## config.mk

```make
export PLATFORM = sky130hd
export DESIGN_NAME = life_manager
export DESIGN_NICKNAME = d
export VERILOG_FILES = /design/src/rtl/life_manager.sv
export SDC_FILE = /design/constraint.sdc
export NUM_CORES = 1
export LEC_CHECK = 0
export ABC_AREA = 1
export ABC_CLOCK_PERIOD_IN_PS = 2100
export BUFFER_PORTS_ARGS = -buffer_cell sky130_fd_sc_hd__buf_2
export CAP_MARGIN = 20
export CORE_MARGIN = 1.5
export CORE_UTILIZATION = 55
export DETAILED_ROUTE_END_ITERATION = 16
export GPL_ROUTABILITY_DRIVEN = 1
export PLACE_DENSITY = 0.76
export SYNTH_ARGS = -nofsm -noshare
export SYNTH_HDL_FRONTEND = slang
export SYNTH_SLANG_ARGS = --single-unit
export TNS_END_PERCENT = 20
```

## constraint.sdc

```tcl
create_clock -name clk -period 2.1 [get_ports clk]
set_clock_uncertainty 0.2 [all_clocks]
set_input_delay 0.21 -clock clk [delete_from_list [all_inputs] [get_ports clk]]
set_output_delay 0.21 -clock clk [all_outputs]
set_load 0.005 [all_outputs]
```

## src/rtl/life_manager.sv

```systemverilog
// life_manager
//   Owns the player's life count and drives the screen controller's life input.
//   It decrements the count on a drained ball and holds the ball frozen for a fixed
//   number of video frames after each loss. Bonus lives can be awarded, up to a ceiling.
//   When the screen controller drops start, the block returns to IDLE.
//
// Configuration macro: LIFE_MANAGER_BONUS_EN
//   defined   - bonusLife awards one life, saturating at MAX_LIVES
//   undefined - bonusLife is ignored; life only loads or decrements
//
// Ports
//   clk           in   system clock
//   reset         in   asynchronous, active-high reset
//   start         in   game running (screen controller start output)
//   startOfFrame  in   one-cycle pulse per video frame
//   ballLost      in   one-cycle pulse, ball drained
//   bonusLife     in   one-cycle pulse, award one life
//   life          out  [3:0] current life count (registered)
//   ballFreeze    out  ball held at launch, physics stalled (registered)
//   lifeLostPulse out  one-cycle pulse on each lost ball (registered)
module life_manager #(
  parameter int unsigned INIT_LIVES     = 3,
  parameter int unsigned MAX_LIVES      = 9,
  parameter int unsigned RESPAWN_FRAMES = 60
) (
  input  logic       clk,
  input  logic       reset,
  input  logic       start,
  input  logic       startOfFrame,
  input  logic       ballLost,
  input  logic       bonusLife,
  output logic [3:0] life,
  output logic       ballFreeze,
  output logic       lifeLostPulse
);

  localparam int unsigned CntW = $clog2(RESPAWN_FRAMES + 1);

  localparam logic [3:0]      LifeInit = 4'(INIT_LIVES);
  localparam logic [3:0]      LifeMax  = 4'(MAX_LIVES);
  localparam logic [CntW-1:0] CntLast  = CntW'(RESPAWN_FRAMES - 1);

  typedef enum logic [1:0] {
    StIdle,
    StPlay,
    StRespawn,
    StOver
  } state_e;

  state_e          r_state;
  logic [3:0]      r_life;
  logic            r_freeze;
  logic            r_lost_pulse;
  logic [CntW-1:0] r_frame_cnt;

  logic            w_bonus;
  logic [3:0]      w_life_inc;

`ifdef LIFE_MANAGER_BONUS_EN
  assign w_bonus = bonusLife;
`else
  logic w_unused_bonus;
  assign w_unused_bonus = bonusLife;
  assign w_bonus        = 1'b0;
`endif

  // Saturating increment; at the ceiling the award is silently dropped.
  assign w_life_inc = (r_life < LifeMax) ? r_life + 4'd1 : r_life;

  always_ff @(posedge clk or posedge reset) begin
    if (reset) begin
      r_state      <= StIdle;
      r_life       <= LifeInit;
      r_freeze     <= 1'b1;
      r_lost_pulse <= 1'b0;
      r_frame_cnt  <= '0;
    end else begin
      r_lost_pulse <= 1'b0;
      if (!start) begin
        // Leaving the game beats every other event.
        r_state     <= StIdle;
        r_life      <= LifeInit;
        r_freeze    <= 1'b1;
        r_frame_cnt <= '0;
      end else begin
        unique case (r_state)
          StIdle: begin
            r_life   <= LifeInit;
            r_state  <= StPlay;
            r_freeze <= 1'b0;
          end
          StPlay: begin
            r_freeze <= 1'b0;
            if (ballLost) begin
              r_lost_pulse <= 1'b1;
              r_freeze     <= 1'b1;
              r_frame_cnt  <= '0;
              if (w_bonus) begin
                // Loss and award cancel out; never fatal.
                r_state <= StRespawn;
              end else if (r_life > 4'd1) begin
                r_life  <= r_life - 4'd1;
                r_state <= StRespawn;
              end else begin
                r_life  <= 4'd0;
                r_state <= StOver;
              end
            end else if (w_bonus) begin
              r_life <= w_life_inc;
            end
          end
          StRespawn: begin
            r_freeze <= 1'b1;
            if (w_bonus) begin
              r_life <= w_life_inc;
            end
            if (startOfFrame) begin
              if (r_frame_cnt == CntLast) begin
                r_frame_cnt <= '0;
                r_state     <= StPlay;
                r_freeze    <= 1'b0;
              end else begin
                r_frame_cnt <= r_frame_cnt + 1'b1;
              end
            end
          end
          StOver: begin
            r_life   <= 4'd0;
            r_freeze <= 1'b1;
          end
          default: begin
            r_state <= StIdle;
          end
        endcase
      end
    end
  end

  assign life          = r_life;
  assign ballFreeze    = r_freeze;
  assign lifeLostPulse = r_lost_pulse;

endmodule

```

==> run_results.csv <==
group,metric,value,unit
synth,synthesis.area_per_instance,7.30,um2
sta,tightest_slew,539,ps
sta,hold-worst-slack,18.7,ps
sta,max-slew-margin-rel,0.640,
global_routing,grtUsageTotal,0.232,
sta,hold_viol,0,
sta,timing_max_transition_violations_final,0,
sta,rsz0062_at_grt,"no",
cts,cts-htree-levels,1,
setup_path,r2r_start,"life[0]",
setup_path,timing.critical_path.required,2080,ps
global_routing,grt_overflow_total,0,
synth,syn_inst_count,127,
setup_path,crit_chain,"inv_1 > ha_1 > o21ai_0 > inv_1 > o21ai_0 > o21ai_0",
die,chipHeight,44.1,um
setup_path,timing_worst_setup_path_type,"register to register",
route,drtAntennaViolNets,0,
min_path,min-delay-start,"start",
global_routing,number_of_global_route_vias_before_repair,796,
die,rows,14,
sta,report.final.setup_viol,0,
power,power.leakage,0.000591,uW
setup_path,critPathMaxFanout,4,
global_routing,grt_antenna_before_repair,0,
cts,tritoncts_num_sinks,14,
route,routed_wire_length_per_instance,11.7,um
sta,period_share,0.913,
synth,synth-seq-cells,14,
cts,clkLatencyLatePin,290,ps
route,drt-vias-per-instance,5.22,
die,floorplan.initialDensity,0.601,
power,vdd_ir_drop_max,0.670,mV
final_layout,fillCellCount,134,
placed_design,buffer_ports.inserted,10,
die,area_inside_the_core_boundary,1540,um2
setup_path,crit_path_start,"life[0]",
status,result_of_the_run,"complete, no violations",
route,totalWireLength,1840,um
cts,path_clk_slew,90,ps
setup_path,cell_family_contributing_the_most_delay_on_the_critical_path,"compound AO/OA/AOI/OAI gates",
cts,postCtsSetupRepairBufs,0,
synth,ys_seq_area_frac,0.382,
die,die_width,44.1,um
route,drcViolationCount,0,
cts,cts_tree,"built",
final_layout,antennaDiodeCount,0,
synth,mappedNetlistArea,927,um2
synth,post_synth_num_cell_types,17,
setup_path,critical_path_arrival,1900,ps
cts,clock_tree.buffer_depth,2,
final_layout,finish.net_count,156,
sta,final.setup.tns,0,ps
route,detailedRoute.firstIterationViolations,48,
setup_path,setup.worst_path.end_class,"register",
cts,number_of_buffers_added_by_the_clock_tree_synthesis_step,3,
cts,cts.repair.resized,0,
placed_design,place.detailed.hpwl,1410,um
setup_path,critical_path.most_common_cell,"o21ai_0",
power,power.density,979,nW/um2
setup_path,worst_path_max_delay_cell,"dfstp_2",
cts,cts.hold.buffers_added,2,
sta,achievable_freq,521,MHz
setup_path,cp-start-kind,"register",
global_routing,grt_start_max_net_pins,15,
synth,synth_nets,140,
synth,yosys_warnings,0,
die,num_io_pins,12,
final_layout,layout-drive-gt1-share,0.134,
power,fin_total_pwr,1020,uW
cts,clockRootBuffer,"clkbuf_4",
min_path,timing.hold.worst.class,"primary input to register",
final_layout,areaGrowthSynthToFinish,12.4,%
setup_path,critPathMaxStageDelay,550,ps
global_routing,grt_pass1_wl,3280,um
sta,timing.final.crit_period,1920,ps
route,route.vias.total,824,
flow_run,drv_cap,0,
placed_design,gp_congestion,0.820,
die,fp.dieArea,1940,um2
route,dr.pass1.iters,4,
setup_path,timing.critical_path.buf_inv,2,
-- worst register-to-register path, cell delays in order (launching register included) --
cell and delay (ps):
dfstp_2 550, inv_1 80, ha_1 240, o21ai_0 300, inv_1 120, o21ai_0 220
o21ai_0 100
-- placed cells by master, fill, tap and decap left out, types with 2 or more instances in the layout --
cell / synthesis / final
nand4_1: 4 / 4
dfrtp_1: 11 / 11
dlygate4sd3_1: 0 / 2
buf_2: 0 / 10
nand3_1: 10 / 10
clkbuf_4: 0 / 3
inv_1: 22 / 22
a22oi_1: 2 / 2
dfstp_2: 3 / 3
ha_1: 7 / 7
o21ai_0: 7 / 7
nand2_1: 28 / 28
nor2_1: 26 / 26
-- registers in the layout (all words and copies together), names as in the netlist --
register,flops
ballFreeze,1
life,4
lifeLostPulse,1
r_frame_cnt,6
r_state,2
-- Yosys cell counts --
cell,instances,area [um2]
dfrtp_1,11,275
nand4_1,4,25.0
a22oi_1,2,15.0
nor2_1,26,97.6
nor3_1,1,5.00
ha_1,7,87.6
nand2_1,28,105
dfstp_2,3,78.8
buf_6,1,11.3
a21oi_1,1,5.00
nand3_4,1,17.5
inv_1,22,82.6
nand3b_1,1,7.51
o21ai_0,7,35.0
xnor2_1,1,8.76
nand3_1,10,50.1
nand3b_4,1,20.0
-- area by class of cell --
class / instances / area, um2 / area share
tap: 16 / 20.0 / 0.0192
inverter: 22 / 82.6 / 0.0792
clock buffer: 4 / 36.3 / 0.0348
timing repair buffer: 12 / 70.1 / 0.0672
multi-input combinational: 90 / 479 / 0.460
sequential: 14 / 354 / 0.340
-- path summary, 6_finish.rpt --
| check | end | cells after the start | slack, ps |
|---|---|---|---|
| hold reg to reg | r_frame_cnt[1] | 2 | 320 |
| setup reg to reg | r_state[0] | 6 | 180 |
| min in group asynchronous | r_frame_cnt[4] | 3 | 290 |
| hold / removal | ballFreeze | 2 | 20 |
| max in group asynchronous | ballFreeze | 3 | 1040 |
| setup / recovery | r_state[0] | 6 | 180 |
-- logic make-up after synthesis --
group	after synthesis	share of synthesized area
adders and majority gates	7	0.0945
buffers and inverters	23	0.101
and+or+nand+nor	72	0.354
xor gates and xnor gates	1	0.00945
AOI/OAI and AO/OA	10	0.0594
DFF	14	0.382
-- metrics by stage --
| step | area [um2] | cells | setup WS, ps | util |
|---|---|---|---|---|
| floorplan | 927 | 127 | 445 | - |
| global placement | 986 | 152 | 297 | 0.640 |
| detailed placement | 986 | 152 | 265 | 0.640 |
| CTS | 1040 | 158 | 248 | 0.676 |
| global route | 1040 | 158 | 11.8 | 0.676 |
| finish | 1040 | 158 | 182 | 0.676 |
-- where the power goes --
| group | switching [uW] | total (uW) | internal [uW] |
|---|---|---|---|
| logic | 276 | 437 | 161 |
| registers | 41.3 | 381 | 339 |
| clock network | 96.5 | 202 | 106 |
| total | 414 | 1020 | 606 |
-- routing by layer --
metal / routed length (um) / track usage
met5: 0 / 0
met4: 42 / 0.115
met3: 85 / 0.0367
met2: 857 / 0.365
met1: 856 / 0.312
(Power assumes the default switching activity.)
